$ cat src/rtl/accel_feeder.sv
// accel_feeder
// Host-side job source for the accelerator wrapper's drdy/dacc/free handshake.
// The host writes NWORDS words into a local buffer. When the buffer is full
// and the wrapper is free, the words are streamed out on dout. Each word is
// paced by dacc, then a one-cycle drdy trigger pulse follows. The block then
// waits for the wrapper to go busy and come back to free before taking the
// next job.
//
// Handshake: during XFER drdy is held high. A word is consumed on every
// rising edge where dacc=1, and dout then moves on to the next word. dacc
// seen while drdy=0 is ignored. There is no combinational path from dacc or
// free to any output.
//
// Ports
//   clk       system clock, rising edge
//   rst       asynchronous active-low reset (aborts any job in flight)
//   wr_en     host write strobe, one buffer word per cycle
//   wr_data   host write data
//   full      buffer holds NWORDS words; the host must stop writing
//   free      wrapper idle indication (combinational in the wrapper)
//   dacc      wrapper accepts the word on dout this cycle
//   drdy      data-ready during XFER, trigger strobe during TRIG
//   dout      current data word (meaningful only in XFER)
//   busy      a job is in flight (any state other than FILL)
//   job_done  one-cycle pulse when the wrapper returns to free after a run
//   ovf       sticky: a write was attempted while full or busy
//   dbg_state current FSM state, for checkers and waveform debug
module accel_feeder #(
  parameter int DW     = 8,
  parameter int NWORDS = 8,
  parameter int CW     = 4
) (
  input  logic          clk,
  input  logic          rst,
  input  logic          wr_en,
  input  logic [DW-1:0] wr_data,
  output logic          full,
  input  logic          free,
  input  logic          dacc,
  output logic          drdy,
  output logic [DW-1:0] dout,
  output logic          busy,
  output logic          job_done,
  output logic          ovf,
  output logic [2:0]    dbg_state
);

  // Buffer address width. NWORDS=1 still gets a one-bit address.
  localparam int AW = (NWORDS > 1) ? $clog2(NWORDS) : 1;
  localparam logic [CW-1:0] NW_C   = CW'(NWORDS);
  localparam logic [CW-1:0] LAST_C = CW'(NWORDS - 1);

  typedef enum logic [2:0] {
    S_FILL = 3'd0,
    S_XFER = 3'd1,
    S_GAP  = 3'd2,
    S_TRIG = 3'd3,
    S_WAIT = 3'd4
  } state_t;

  state_t        state, state_nx;
  logic [CW-1:0] wcnt;
  logic [CW-1:0] idx;
  logic [CW-1:0] idx_inc;
  logic          seen_busy;
  logic [DW-1:0] dout_q;
  logic          job_done_q;
  logic          ovf_q;
  logic          full_i;
  logic          do_write;
  logic          accept;
  logic [DW-1:0] mem [0:(1<<AW)-1];

  assign full_i   = (wcnt == NW_C);
  assign do_write = (state == S_FILL) && wr_en && !full_i;
  assign accept   = (state == S_XFER) && dacc;
  assign idx_inc  = idx + CW'(1);

  // State register
  always_ff @(posedge clk or negedge rst) begin
    if (!rst) state <= S_FILL;
    else      state <= state_nx;
  end

  // Next-state logic
  always_comb begin
    state_nx = state;
    case (state)
      S_FILL: if (full_i && free)              state_nx = S_XFER;
      S_XFER: if (dacc && (idx == LAST_C))     state_nx = S_GAP;
      S_GAP:                                   state_nx = S_TRIG;
      S_TRIG:                                  state_nx = S_WAIT;
      S_WAIT: if (seen_busy && free)           state_nx = S_FILL;
      default:                                 state_nx = S_FILL;
    endcase
  end

  // Counters, flags and the registered data word
  always_ff @(posedge clk or negedge rst) begin
    if (!rst) begin
      wcnt       <= '0;
      idx        <= '0;
      seen_busy  <= 1'b0;
      dout_q     <= '0;
      job_done_q <= 1'b0;
      ovf_q      <= 1'b0;
    end else begin
      job_done_q <= (state == S_WAIT) && seen_busy && free;
      if (wr_en && ((state != S_FILL) || full_i)) ovf_q <= 1'b1;

      if (do_write) wcnt <= wcnt + CW'(1);
      if ((state == S_WAIT) && seen_busy && free) wcnt <= '0;

      // dout is preloaded with word 0 on entry to XFER. It then advances one
      // word per acceptance, so the wrapper always sees buf[idx]. After the
      // last word it keeps its value.
      if ((state == S_FILL) && full_i && free) begin
        idx    <= '0;
        dout_q <= mem[0];
      end else if (accept && (idx != LAST_C)) begin
        idx    <= idx_inc;
        dout_q <= mem[idx_inc[AW-1:0]];
      end

      // The run only counts as finished once free has been seen low after
      // the trigger. A free that stays high is not a completion.
      if (state == S_TRIG)                seen_busy <= 1'b0;
      else if ((state == S_WAIT) && !free) seen_busy <= 1'b1;
    end
  end

  // Buffer RAM, intentionally not reset
  always_ff @(posedge clk) begin
    if (do_write) mem[wcnt[AW-1:0]] <= wr_data;
  end

  assign full      = full_i;
  assign drdy      = (state == S_XFER) || (state == S_TRIG);
  assign busy      = (state != S_FILL);
  assign dout      = dout_q;
  assign job_done  = job_done_q;
  assign ovf       = ovf_q;
  assign dbg_state = state;

endmodule

$ cat config.mk
export PLATFORM = sky130hd
export DESIGN_NAME = accel_feeder
export DESIGN_NICKNAME = d
export VERILOG_FILES = /design/src/rtl/accel_feeder.sv
export SDC_FILE = /design/constraint.sdc
export NUM_CORES = 1
export LEC_CHECK = 0
export BUFFER_PORTS_ARGS = -buffer_cell sky130_fd_sc_hd__buf_2
export CORE_ASPECT_RATIO = 1.5
export CORE_MARGIN = 5
export CORE_UTILIZATION = 60
export DETAILED_ROUTE_END_ITERATION = 16
export GPL_TIMING_DRIVEN = 0
export PLACE_DENSITY = 0.8
export REMOVE_ABC_BUFFERS = 1
export SLEW_MARGIN = 20
export SYNTH_ARGS = -nofsm -noshare
export SYNTH_HDL_FRONTEND = slang
export SYNTH_SLANG_ARGS = --single-unit
$ cat constraint.sdc
create_clock -name clk -period 3.4 [get_ports clk]
set_input_delay 0 -clock clk [delete_from_list [all_inputs] [get_ports clk]]
set_output_delay 0 -clock clk [all_outputs]
set_load 0.005 [all_outputs]
* Word-level counts from Yosys, hierarchy flattened
Memory sizes are Yosys's and may differ from the RTL's.
Index checks and enable logic that the tools add are counted.
** Cells by class
- $add $sub $neg :: 2
- Reductions and logical operators :: 23
- Muxes and demuxes :: 14
- Equal/unequal tests :: 10
** Operator list (number)
- 4-bit 2-to-1 mux :: 4
- 8-bit 2-to-1 mux :: 2
- 3-bit case mux with 5 select lines :: 1
- 1-bit logical AND :: 13
- 3-bit 2-to-1 mux :: 3
- 4-bit by 1-bit adder with 4-bit output (second input constant) :: 2
- 3-bit by 2-bit equality test with 1-bit output (second input constant) :: 2
- 2-bit nonzero test :: 3
- 4-bit by 3-bit equality test with 1-bit output (second input constant) :: 1
- 4-bit equality test (second input constant) :: 1
- 1-bit 2-to-1 mux :: 4
- 2-bit != test (second input constant) :: 2
- 4-bit by 3-bit != test with 1-bit output (second input constant) :: 1
- 3-bit by 1-bit equality test with 1-bit output (second input constant) :: 1
- 3-bit equality test (second input constant) :: 1
- 3-bit logical NOT :: 1
- 3-bit AND reduction :: 1
- 3-bit nonzero test :: 1
- 1-bit logical NOT :: 2
- 1-bit logical OR :: 2
- 2-bit by 1-bit != test with 1-bit output (second input constant) :: 1
** Word-level totals
- Flip-flop bits (word level) :: 22
- Bits of input ports :: 13
- RAM bits :: 64
- Logic and storage cells :: 57
- Output and inout port bits :: 16
- Memories kept :: 1
** Memory list
- mem :: depth 8, width 8, rd ports 2, clocked after Yosys merged registers in 0, wr ports 1, RTL line 72 : logic [DW-1:0] mem [0:(1<<AW)-1];

* Logic depth before layout (Yosys ltp)
Gate-level depths: netlist of run 1.
- Word-level depth :: 5
- Mapped depth :: 8
- Mapped depth without buffers :: 7

* Worst setup path after synthesis of run 1
No wires, ideal clock.
- Path kind :: register to register
- Start point :: reg wcnt[0]
- End point :: mem mem[0][0], enable pin
- Setup slack :: 1.189 ns
- Buffers on the path :: 0
- Period minus slack after synthesis :: 2.211 ns
- Stages on the path, launching flop included :: 7
- Arrival :: 1.828 ns
- Library setup time :: 0.383 ns
- Data required time :: 3.017 ns
- Path through :: dfrtp_1 inv_1 ha_1 nand3b_1 nand3_1 or2_1 nor3_1
** Between the ends
- Longest elaborated chain between the ends :: 5
** Ends and longest elaborated chain
- start: declaration :: RTL line 62 : logic [CW-1:0] wcnt;
- start signal: assignment :: RTL line 111 : if (do_write) wcnt <= wcnt + CW'(1);
- 4-bit equality test :: RTL line 74 : assign full_i = (wcnt == NW_C);
- 1-bit logical NOT :: RTL line 75 : assign do_write = (state == S_FILL) && wr_en && !full_i;
- 1-bit logical AND :: RTL line 75
- 1-bit 2-to-1 mux :: RTL line 134 : if (do_write) mem[wcnt[AW-1:0]] <= wr_data;
- 1-bit 2-to-1 mux (not written as such) :: RTL line 134
- end: declaration :: RTL line 72
Parallel ways exist; a longest one is shown, timed or not.

* Worst setup path after layout of run 1
- Start point :: reg state[0] (netlist: dbg_state[0])
- End point :: mem mem[2][1], enable pin
** Between the ends
- Longest elaborated chain between the ends :: 5
** Ends and longest elaborated chain
- start: declaration :: RTL line 61 : state_t state, state_nx;
- start signal: assignment :: RTL line 82 : else state <= state_nx;
- 3-bit logical NOT :: RTL line 75
- 1-bit logical AND (2 in a row) :: RTL line 75
- 1-bit 2-to-1 mux :: RTL line 134
- 1-bit 2-to-1 mux (not written as such) :: RTL line 134
No other way between the ends.

==> results of run 1 <==
-- final cells by class --
class,instances,area (um^2)
tap,72,90.1
fill,372,1700
sequential,86,2470
clock buffer,9,124
multi-input combinational,126,1040
clock inverter,7,121
inverter,7,26.3
timing repair buffer,39,250
-- power by group through the flow --
stage,combinational (uW),sequential [uW],clock [uW]
3_3_place_gp,906,1530,0
3_5_place_dp,922,1550,0
2_1_floorplan,663,1500,0
5_1_grt,1030,1560,910
6_report,933,1530,857
4_1_cts,940,1530,870
-- layer usage --
layer | share of wire [%] | up-vias | global-route usage [%]
met4 | 2.2 | 0 | 9.37
met5 | 0 | - | 0
met1 | 42 | 1013 | 26.4
li1 | - | 978 | -
met3 | 4.4 | 11 | 2.59
met2 | 51 | 65 | 29.0
-- per-stage QoR --
stage               cells  setup WS, ps
floorplan             219          1090
CTS                   346           643
global route          346           596
finish                346           786
detailed placement    319           661
global placement      319           486
-- Yosys cell counts --
cell type / n
nor3_1: 2
nor2b_1: 1
o21ai_0: 21
or3_1: 1
dfrtp_1: 22
nand3_2: 1
o22a_1: 1
nand2_1: 10
and4bb_2: 1
mux2i_1: 1
a21oi_2: 1
buf_6: 2
buf_1: 1
nor2_1: 15
a21o_1: 1
nand3b_1: 2
and4_1: 8
and2_1: 1
a221oi_1: 1
edfxtp_1: 64
or2_1: 1
nand4_1: 1
nor3_2: 1
a31o_2: 1
nand3_1: 16
xnor2_1: 2
a32o_1: 1
xor2_1: 1
clkbuf_1: 1
mux4_2: 16
nand4bb_1: 1
clkbuf_2: 1
ha_1: 3
a21oi_1: 1
buf_4: 1
a31oi_1: 9
nand2b_1: 2
nor3_4: 1
buf_2: 5
and3_1: 1
inv_1: 7
-- how the worst min path moves through the flow --
stage,endpoint,from,cells past startpoint
2_1_floorplan,dbg_state[0]$_DFFE_PN0P_,rst,0
3_3_place_gp,job_done$_DFF_PN0_,rst,1
3_5_place_dp,wcnt[2]$_DFFE_PN0P_,rst,1
4_1_cts,dbg_state[1]$_DFFE_PN0P_,dacc,4
5_1_grt,dbg_state[1]$_DFFE_PN0P_,dacc,4
6_report,dbg_state[1]$_DFFE_PN0P_,dacc,4
-- timing repair --
action                                 in CTS  in global routing
hold buffers                               11                  0
endpoints found under the hold margin      88                  0
resized for setup                           0                  0
-- logic make-up (layout without fill, tap and decap cells) --
family	Yosys count	after routing	synth area share (%)
AO/OA/AOI/OAI	37	37	6.08
buffers and inverters	18	62	2.61
adder cells (fa/ha/maj)	3	3	1.04
multiplexers	17	17	10.3
flip-flops	86	86	68.7
AND/OR/NAND/NOR	66	66	10.5
XOR/XNOR	3	3	0.730
-- flip-flops by register name, summed over array words and instances, names as in the netlist --
signal,cells
ovf,1
seen_busy,1
wcnt,4
job_done,1
dbg_state,3
dout,8
mem,64
idx,4
-- worst register-to-register path, delay by kind of cell, from the launching register on --
family | cells | cell delay, ps
flip-flops | 1 | 510
AND/OR/NAND/NOR | 4 | 1740
==> flow_metrics.env, run 1 <==
export IMPL_status="finished, final reports clean"
export IMPL_dp_hpwl_um=4330
export IMPL_start_kind="register"
export IMPL_synth_distinct_cells=41
export IMPL_path_class="register to register"
export IMPL_vias=2067
export IMPL_pwr_share_seq_pct=46.1
export IMPL_synth_seq_area_share_pct=68.7
export IMPL_critPathTopFamily="simple AND/OR/NAND/NOR gates"
export IMPL_grt_pass1_wl_um=10900
export IMPL_comb_power_share_pct=28.1
export IMPL_drv_slew=0
export IMPL_synth_area_per_cell_um2=15.6
export IMPL_p_leak_uw=0.00151
export IMPL_core_area_mm2=0.00583
export IMPL_grt_pass1_vias=2091
export IMPL_post_route_util_pct=70.8
export IMPL_clk_pin_slew_ps=80
export IMPL_cp_arrival_ps=2600
export IMPL_crit_chain="nor3_4 > nand3_1 > or2_1 > nor2_1"
export IMPL_via_per_inst=5.97
export IMPL_cp_required_ps=3380
export IMPL_synthTopCellsByArea="edfxtp_1 53%, dfrtp_1 15%, mux4_2 10%"
export IMPL_fin_tns_setup_ps=0
export IMPL_drtAntennaViolNets=0
export IMPL_period_needed_ps=2610
export IMPL_p_clk_share_pct=25.8
export IMPL_clk_latency_ps=350
export IMPL_gp_congestion=0.850
export IMPL_whs_ps=31.5
export IMPL_r2r_start="dbg_state[0]$_DFFE_PN0P_"
export IMPL_cts_buffer_depth=2
export IMPL_drt_total_wl_um=6570
export IMPL_final_common_cell="edfxtp_1"
export IMPL_crit_path_end="mem[2][1]$_DFFE_PP_"
export IMPL_post_cts_buffers=0
export IMPL_r2r_end="mem[2][1]$_DFFE_PP_"
export IMPL_ys_seq_elements=86
export IMPL_vdd_drop_max_v=0.000413
export IMPL_p_sw_uw=1030
export IMPL_rows=34
export IMPL_postPlaceCellArea_mm2=0.00377
export IMPL_insertedDiodeCount=0
export IMPL_fp_dieH_um=105
export IMPL_die_area_mm2=0.00768
export IMPL_cts_sinks=86
export IMPL_crit_path_end_kind="register"
export IMPL_route_detailed_drc=0
export IMPL_grt_use_total_pct=18.9
export IMPL_die_x_um=73.2
export IMPL_syn_inst=230
export IMPL_drive_gt1_share_pct=24.8
export IMPL_crit_fanout=14
export IMPL_setup_viol=0
export IMPL_crit_slowest_cell="nor2_1"
export IMPL_layout_common_cells="64 x edfxtp_1, 28 x buf_2, 21 x o21ai_0, 21 x dfrtp_1"
export IMPL_worst_pin_slew_ps=839
export IMPL_start_util_pct=61.7
export IMPL_io_buffers=28
export IMPL_power_share_switching_pct=31.1
export IMPL_slowest_delay_ps=670
export IMPL_hp_class="primary input to register"
export IMPL_netlist_area_mm2=0.00360
export IMPL_intPower_uw=2290
export IMPL_syn_to_final_growth_pct=14.7
export IMPL_cts_htree_levels=3
export IMPL_grt_max_degree=23
export IMPL_r2r_setup_slack_ps=790
export IMPL_design_area_mm2=0.00413
export IMPL_drtPass1Iterations=4
export IMPL_powerDensity_mw_per_mm2=804
export IMPL_numCtsBuffers=9
export IMPL_cts_root_buf="clkbuf_8"
export IMPL_timing_final_crit_share_pct=76.9
export IMPL_synth_top_area_cell="edfxtp_1"
export IMPL_rsz0062_at_grt="no"
export IMPL_initialDrtViolationCount=227
export IMPL_ys_warn_count=0
export IMPL_critPathBufInv=0
export IMPL_cts_tree="built"
export IMPL_slew_headroom_pct=43.9
export IMPL_fin_nets=285
export IMPL_fmax_mhz=383
export IMPL_hold_viol_final=0
export IMPL_rr_worst_depth=4
export IMPL_finClkSkew_ps=6.92
export IMPL_io_pins=29
export IMPL_wl_per_cell_um=19.0
export IMPL_critical_path_cell_count=4
export IMPL_crit_start="dbg_state[0]$_DFFE_PN0P_"
export IMPL_antenna_found_initial=0
export IMPL_drv_cap=0
export IMPL_total_power_uw=3320
export IMPL_grt_ovfl_total=0
export IMPL_synth_top_area_share_pct=53.4
Note: power is estimated with default switching activity, not from simulation.
==> run 2: changes to the inputs <==
--- a/config.mk
+++ b/config.mk
@@ -5,13 +5,14 @@
 export SDC_FILE = /design/constraint.sdc
 export NUM_CORES = 1
 export LEC_CHECK = 0
+export ABC_AREA = 1
 export BUFFER_PORTS_ARGS = -buffer_cell sky130_fd_sc_hd__buf_2
 export CORE_ASPECT_RATIO = 1.5
 export CORE_MARGIN = 5
-export CORE_UTILIZATION = 60
+export CORE_UTILIZATION = 59
 export DETAILED_ROUTE_END_ITERATION = 16
 export GPL_TIMING_DRIVEN = 0
-export PLACE_DENSITY = 0.8
+export PLACE_DENSITY = 0.78
 export REMOVE_ABC_BUFFERS = 1
 export SLEW_MARGIN = 20
 export SYNTH_ARGS = -nofsm -noshare
==> constraint.sdc (replaced) <==
create_clock -name clk -period 2.41 [get_ports clk]
set_input_delay 0 -clock clk [delete_from_list [all_inputs] [get_ports clk]]
set_output_delay 0 -clock clk [all_outputs]
set_load 0.005 [all_outputs]
==> run 2 against run 1 <==
The flow now finishes with violations (setup timing); clock skew grew 4.3 ps; critical path depth up 3; non-clock buffer count grew 3; first-iteration DRC count shrank 3.1%; sequential power rose by 41%; via count grew 34%; routed wire length up 27%; synthesized area is 7.1% higher; largest cell class unchanged; worst setup slack lost 790 ps; cell area increased by 6.8%; die area rose by 7.9%.
==> flow_metrics.env, run 2 <==
export IMPL_status="complete, but fails checks"
export IMPL_violations="setup timing"
export IMPL_rr_worst_depth=7
export IMPL_finClkSkew_ps=11.2
export IMPL_cp_arrival_ps=2400
export IMPL_critPathTopFamily="simple AND/OR/NAND/NOR gates"
export IMPL_fin_nets=444
export IMPL_p_leak_uw=0.00201
export IMPL_nFillCells=471
export IMPL_cts_root_buf="clkbuf_8"
export IMPL_numCtsBuffers=9
export IMPL_cts_buffer_depth=2
export IMPL_core_area_mm2=0.00644
export IMPL_synth_top_area_share_pct=49.9
export IMPL_grt_use_total_pct=21.7
export IMPL_design_area_mm2=0.00441
export IMPL_route_detailed_drc=0
export IMPL_clk_pin_slew_ps=80
export IMPL_slowest_delay_ps=700
export IMPL_timing_final_crit_share_pct=100
export IMPL_slew_headroom_pct=25.5
export IMPL_cts_tree="built"
export IMPL_start_util_pct=59.8
export IMPL_worst_slack_ps=-7.40
export IMPL_rsz0062_at_grt="yes"
export IMPL_gp_congestion=0.802
export IMPL_dpl_cell_count=482
export IMPL_period_needed_ps=2420
export IMPL_initialDrtViolationCount=220
export IMPL_crit_chain="inv_1 > ha_1 > nand3_2 > nand3_2 > inv_2 > nand2_1 > nor3_2"
export IMPL_hp_class="primary input to register"
export IMPL_crit_path_end="mem[2][0]$_DFFE_PP_"
export IMPL_largest_reg_flops=64
export IMPL_insertedDiodeCount=0
export IMPL_die_x_um=76
export IMPL_r2r_end="mem[2][0]$_DFFE_PP_"
export IMPL_fp_dieH_um=109
export IMPL_fin_tns_setup_ps=-12.4
export IMPL_antenna_found_initial=0
export IMPL_powerDensity_mw_per_mm2=1150
export IMPL_drt_total_wl_um=8370
export IMPL_seqCellArea_mm2=0.00248
export IMPL_grt_pass1_vias=2753
export IMPL_start_kind="register"
export IMPL_cts_htree_levels=3
export IMPL_synth_edff_count=64
export IMPL_dp_hpwl_um=5240
export IMPL_via_per_inst=5.46
export IMPL_io_buffers=28
export IMPL_grt_pass1_wl_um=13500
export IMPL_vdd_drop_max_v=0.000535
export IMPL_layout_common_cells="104 x nand2_1, 74 x nand3_1, 64 x edfxtp_1, 62 x inv_1, 28 x buf_2"
export IMPL_yosysMostFrequentCell="nand2_1"
export IMPL_multi_input_area_mm2=0.00109
export IMPL_die_area_mm2=0.00828
export IMPL_hold_viol_final=0
export IMPL_crit_path_end_kind="register"
export IMPL_cts_sinks=86
export IMPL_netlist_area_mm2=0.00385
export IMPL_synth_top_area_cell="edfxtp_1"
export IMPL_critPathBufInv=2
export IMPL_yosys_most_used_dff="edfxtp_1"
export IMPL_cp_required_ps=2390
export IMPL_drv_slew=0
export IMPL_post_cts_buffers=0
export IMPL_path_class="register to register"
export IMPL_wl_per_cell_um=16.4
export IMPL_drtPass1Iterations=5
export IMPL_io_pins=29
export IMPL_vias=2780
export IMPL_ys_warn_count=0
export IMPL_r2r_setup_slack_ps=-7
export IMPL_rows=36
export IMPL_syn_to_final_growth_pct=14.3
export IMPL_crit_fanout=8
export IMPL_synthTopCellsByArea="edfxtp_1 50%, dfrtp_1 14%, nand2_1 10%"
export IMPL_crit_start="wcnt[1]$_DFFE_PN0P_"
export IMPL_setup_viol=5
export IMPL_synthTopCellsByCount="104 x nand2_1, 74 x nand3_1, 64 x edfxtp_1"
export IMPL_syn_inst=388
export IMPL_synth_seq_area_share_pct=64.1
export IMPL_drtAntennaViolNets=0
export IMPL_ys_seq_elements=86
export IMPL_fmax_mhz=414
export IMPL_r2r_start="wcnt[1]$_DFFE_PN0P_"
export IMPL_drv_cap=0
export IMPL_grt_ovfl_total=0
export IMPL_finalNonFillerCells=509
export IMPL_clk_latency_ps=360
export IMPL_worst_pin_slew_ps=1110
export IMPL_postPlaceCellArea_mm2=0.00406
export IMPL_synth_area_per_cell_um2=9.94
export IMPL_grt_max_degree=36
export IMPL_crit_top_cell="nand3_2"
export IMPL_crit_slowest_cell="nor3_2"
export IMPL_async_flop_share_pct=25.6
export IMPL_synth_distinct_cells=23
export IMPL_total_power_uw=5070
export IMPL_final_common_cell="nand2_1"
export IMPL_drive_gt1_share_pct=16.2
export IMPL_critical_path_cell_count=7
==> run 2: cell types whose count changed after synthesis, sizes merged, moves of 8 or more <==
cell	delta
nand2	+94
nand3	+61
inv	+60
mux4	-16
o21ai	-10
a31oi	-9
and4	-8
==> run 2: layout make-up <==
cell class | count | area share [%]
clock buffers | 11 | 3.69
flip-flops and latches | 86 | 56.2
inverters | 68 | 5.82
multi-input cells | 221 | 24.8
repair buffers | 42 | 6.19
clock inverters | 5 | 1.19
well taps | 76 | 2.16
==> run 2: cells by family (layout without fill, tap and decap cells) <==
group                      after synthesis  count (layout)  share of synthesized area, %
adders and majority gates                3               3                         0.974
buffers and inverters                   81             126                          8.67
and+or+nand+nor                        201             201                          23.3
xor gates and xnor gates                 5               5                          1.33
DFF                                     86              86                          64.1
AOI/OAI and AO/OA                       12              12                          1.62
==> run 2: worst reg2reg max path, delay by kind of cell, from the launching register on <==
kind	cells	cell delay, ps
buffers and inverters	2	270
and+or+nand+nor	4	1080
DFF	1	450
adders and majority gates	1	240
==> run 2: what timing repair did <==
| item | 4_1_cts | 5_1_grt |
|---|---|---|
| endpoints found under the setup margin | 43 | 40 |
| pin swaps | 0 | 0 |
| gates cloned | 0 | 0 |
| hold endpoints to repair | 88 | 0 |
| gates resized for setup | 5 | 2 |
| hold buffers | 11 | 0 |
==> run 2: stage by stage <==
stage / worst slack, ps / hold slack (ps) / util [%]
3_3_place_gp: -900 / -7.08 / 62.3
5_1_grt: -176 / 130 / 68.4
3_5_place_dp: -868 / -8.14 / 63.0
4_1_cts: -37.1 / 97.0 / 68.2
6_report: -7.40 / 110 / 68.4
2_1_floorplan: 224 / -296 / -
==> run 2: how the worst min path moves through the flow <==
stage / slack [ps] / to / from / cells after the start
3_5_place_dp: -8 / dbg_state[1]$_DFFE_PN0P_ / rst / 1
3_3_place_gp: -7 / dbg_state[1]$_DFFE_PN0P_ / rst / 1
6_report: 110 / idx[2]$_DFFE_PN0P_ / dacc / 3
5_1_grt: 130 / idx[2]$_DFFE_PN0P_ / dacc / 3
2_1_floorplan: -300 / dbg_state[0]$_DFFE_PN0P_ / rst / 0
4_1_cts: 100 / idx[2]$_DFFE_PN0P_ / dacc / 3
==> run 2: report_power, final <==
part | internal (uW) | switching, uW | leakage, uW
sequential | 1880 | 272 | 0.000854
combinational | 652 | 1190 | 0.00104
clock | 568 | 506 | 0.000115
total | 3100 | 1970 | 0.00201
==> run 2: per-layer routing <==
layer / vias up / track usage, % / part of all wire, %
met5: - / 0 / 0
met1: 1297 / 25.2 / 38
met4: 0 / 14.9 / 4.2
met2: 117 / 36.1 / 50
li1: 1340 / - / -
met3: 26 / 4.30 / 7.5
==> run 3: changes to the inputs <==
--- a/config.mk
+++ b/config.mk
@@ -12,7 +12,7 @@
 export CORE_UTILIZATION = 59
 export DETAILED_ROUTE_END_ITERATION = 16
 export GPL_TIMING_DRIVEN = 0
-export PLACE_DENSITY = 0.78
+export PLACE_DENSITY = 0.81
 export REMOVE_ABC_BUFFERS = 1
 export SLEW_MARGIN = 20
 export SYNTH_ARGS = -nofsm -noshare
==> run 3 against run 2 <==
The flow still finishes with violations (setup timing); cell area shrank 0.57%; die area stayed put; flip-flop and latch count unchanged; global-route usage fell by 0.60 points; power fell by 1.8%; hold slack worse by 13 ps; clock skew down 3.0 ps; sequential power about the same; largest cell class unchanged.
==> flow_metrics.env, run 3 (synthesis results as in run 2) <==
export IMPL_hp_class="primary input to register"
export IMPL_antenna_found_initial=0
export IMPL_setup_viol=8
export IMPL_finClkSkew_ps=8.20
export IMPL_insertedDiodeCount=0
export IMPL_crit_top_cell="nand3_2"
export IMPL_rsz0062_at_grt="yes"
export IMPL_drtPass1Iterations=4
export IMPL_cts_root_buf="clkbuf_8"
export IMPL_fmax_mhz=412
export IMPL_post_cts_buffers=0
export IMPL_p_leak_uw=0.00199
export IMPL_grt_use_total_pct=21.1
export IMPL_crit_start="wcnt[1]$_DFFE_PN0P_"
export IMPL_drt_total_wl_um=8020
export IMPL_start_kind="register"
export IMPL_crit_fanout=8
export IMPL_timing_final_crit_share_pct=101
export IMPL_grt_ovfl_total=0
export IMPL_vias=2740
export IMPL_cp_required_ps=2390
export IMPL_seqCellArea_mm2=0.00248
export IMPL_worst_pin_slew_ps=1080
export IMPL_hp_start="dacc"
export IMPL_io_pins=29
export IMPL_drv_slew=0
export IMPL_clk_latency_ps=360
export IMPL_numCtsBuffers=9
export IMPL_violations="setup timing"
export IMPL_cts_tree="built"
export IMPL_route_detailed_drc=0
export IMPL_worst_slack_ps=-19.4
export IMPL_drv_cap=0
export IMPL_clk_pin_slew_ps=80
export IMPL_slew_headroom_pct=27.5
export IMPL_die_area_mm2=0.00828
export IMPL_nFillCells=512
export IMPL_syn_to_final_growth_pct=13.7
export IMPL_via_per_inst=5.40
export IMPL_fin_nets=442
export IMPL_start_util_pct=59.8
export IMPL_core_area_mm2=0.00644
export IMPL_powerDensity_mw_per_mm2=1140
export IMPL_path_class="register to register"
export IMPL_grt_pass1_vias=2743
export IMPL_r2r_start="wcnt[1]$_DFFE_PN0P_"
export IMPL_grt_max_degree=36
export IMPL_largest_reg_flops=64
export IMPL_die_x_um=76
export IMPL_dp_hpwl_um=5140
export IMPL_status="complete, but fails checks"
export IMPL_cts_htree_levels=3
export IMPL_crit_chain="inv_1 > ha_1 > nand3_2 > nand3_2 > inv_2 > nand2_1 > nor3_2"
export IMPL_cts_sinks=86
export IMPL_crit_slowest_cell="nor3_2"
export IMPL_wl_per_cell_um=15.8
export IMPL_cts_buffer_depth=2
export IMPL_drive_gt1_share_pct=15.3
export IMPL_drtAntennaViolNets=0
export IMPL_multi_input_area_mm2=0.00109
export IMPL_rows=36
export IMPL_layout_common_cells="104 x nand2_1, 74 x nand3_1, 64 x edfxtp_1, 62 x inv_1, 28 x buf_2"
export IMPL_grt_pass1_wl_um=13200
export IMPL_cp_arrival_ps=2410
export IMPL_dp_worst_setup_slack_ps=-824
export IMPL_initialDrtViolationCount=262
export IMPL_gp_congestion=0.772
export IMPL_fp_dieH_um=109
export IMPL_slowest_delay_ps=720
export IMPL_hold_viol_final=0
export IMPL_post_route_util_pct=68.0
export IMPL_period_needed_ps=2430
export IMPL_io_buffers=28
export IMPL_crit_path_end_kind="register"
export IMPL_vdd_drop_max_v=0.000564
export IMPL_final_common_cell="nand2_1"
## run 3: cell count changes in the layout (fill, tap and decap cells not counted), sizes merged
cell    delta
bufinv     -1
inv        -2
clkbuf     +3
buf        -2
## run 3: worst paths after layout
path | to | slack [ps] | cells past startpoint
setup / recovery | mem[2][7]$_DFFE_PP_ | -20 | 7
hold / removal | dbg_state[1]$_DFFE_PN0P_ | 100 | 5
setup reg to reg | mem[2][7]$_DFFE_PP_ | -20 | 7
hold reg to reg | ovf$_DFFE_PN0P_ | 470 | 2
max in group asynchronous | idx[0]$_DFFE_PN0P_ | 1890 | 2
min in group asynchronous | dout[5]$_DFFE_PN0P_ | 130 | 2
## run 3: metrics by stage
| stage | hold slack, ps | instances | power (uW) | TNS [ps] | instance area [um^2] |
|---|---|---|---|---|---|
| 6_report | 96.9 | 507 | 4980 | -125 | 4380 |
| 5_1_grt | 129 | 507 | 5340 | -3500 | 4380 |
| 4_1_cts | 80.4 | 507 | 4960 | -3.55 | 4370 |
| 3_5_place_dp | -4.68 | 480 | 3930 | -7340 | 4040 |
| 3_3_place_gp | -3.83 | 479 | 3840 | -16810 | 4010 |
| 2_1_floorplan | -296 | 375 | 3300 | 0 | 3780 |
## run 3: timing repair
action	4_1_cts	5_1_grt
resized for setup	5	2
hold endpoints to repair	88	0
setup endpoints to repair	26	45
hold buffers	11	0
## run 3: report_power, final
part	total (uW)	internal [uW]	switching (uW)
clock	1010	526	481
combinational	1820	641	1180
sequential	2150	1880	270
## run 3: area by class of cell
| class | instances | area share (%) |
|---|---|---|
| timing repair buffer | 40 | 5.88 |
| inverter | 68 | 5.85 |
| clock buffer | 14 | 4.45 |
| tap | 76 | 2.17 |
| clock inverter | 2 | 0.228 |
| sequential | 86 | 56.5 |
| multi-input combinational | 221 | 24.9 |
## run 3: critical path, delay by kind of cell, from the launching register on
| kind | cells | cell delay, ps |
|---|---|---|
| buffers and inverters | 2 | 280 |
| DFF | 1 | 450 |
| adders and majority gates | 1 | 230 |
| and+or+nand+nor | 4 | 1110 |
## run 3: routing by layer
layer / up-vias / track usage, % / part of all wire, % / wire length, um
met5: - / 0 / 0 / 0
li1: 1332 / - / - / -
met4: 0 / 13.1 / 2.3 / 187
met2: 111 / 35.9 / 52 / 4190
met1: 1286 / 23.6 / 38 / 3040
met3: 11 / 5.29 / 7.5 / 600
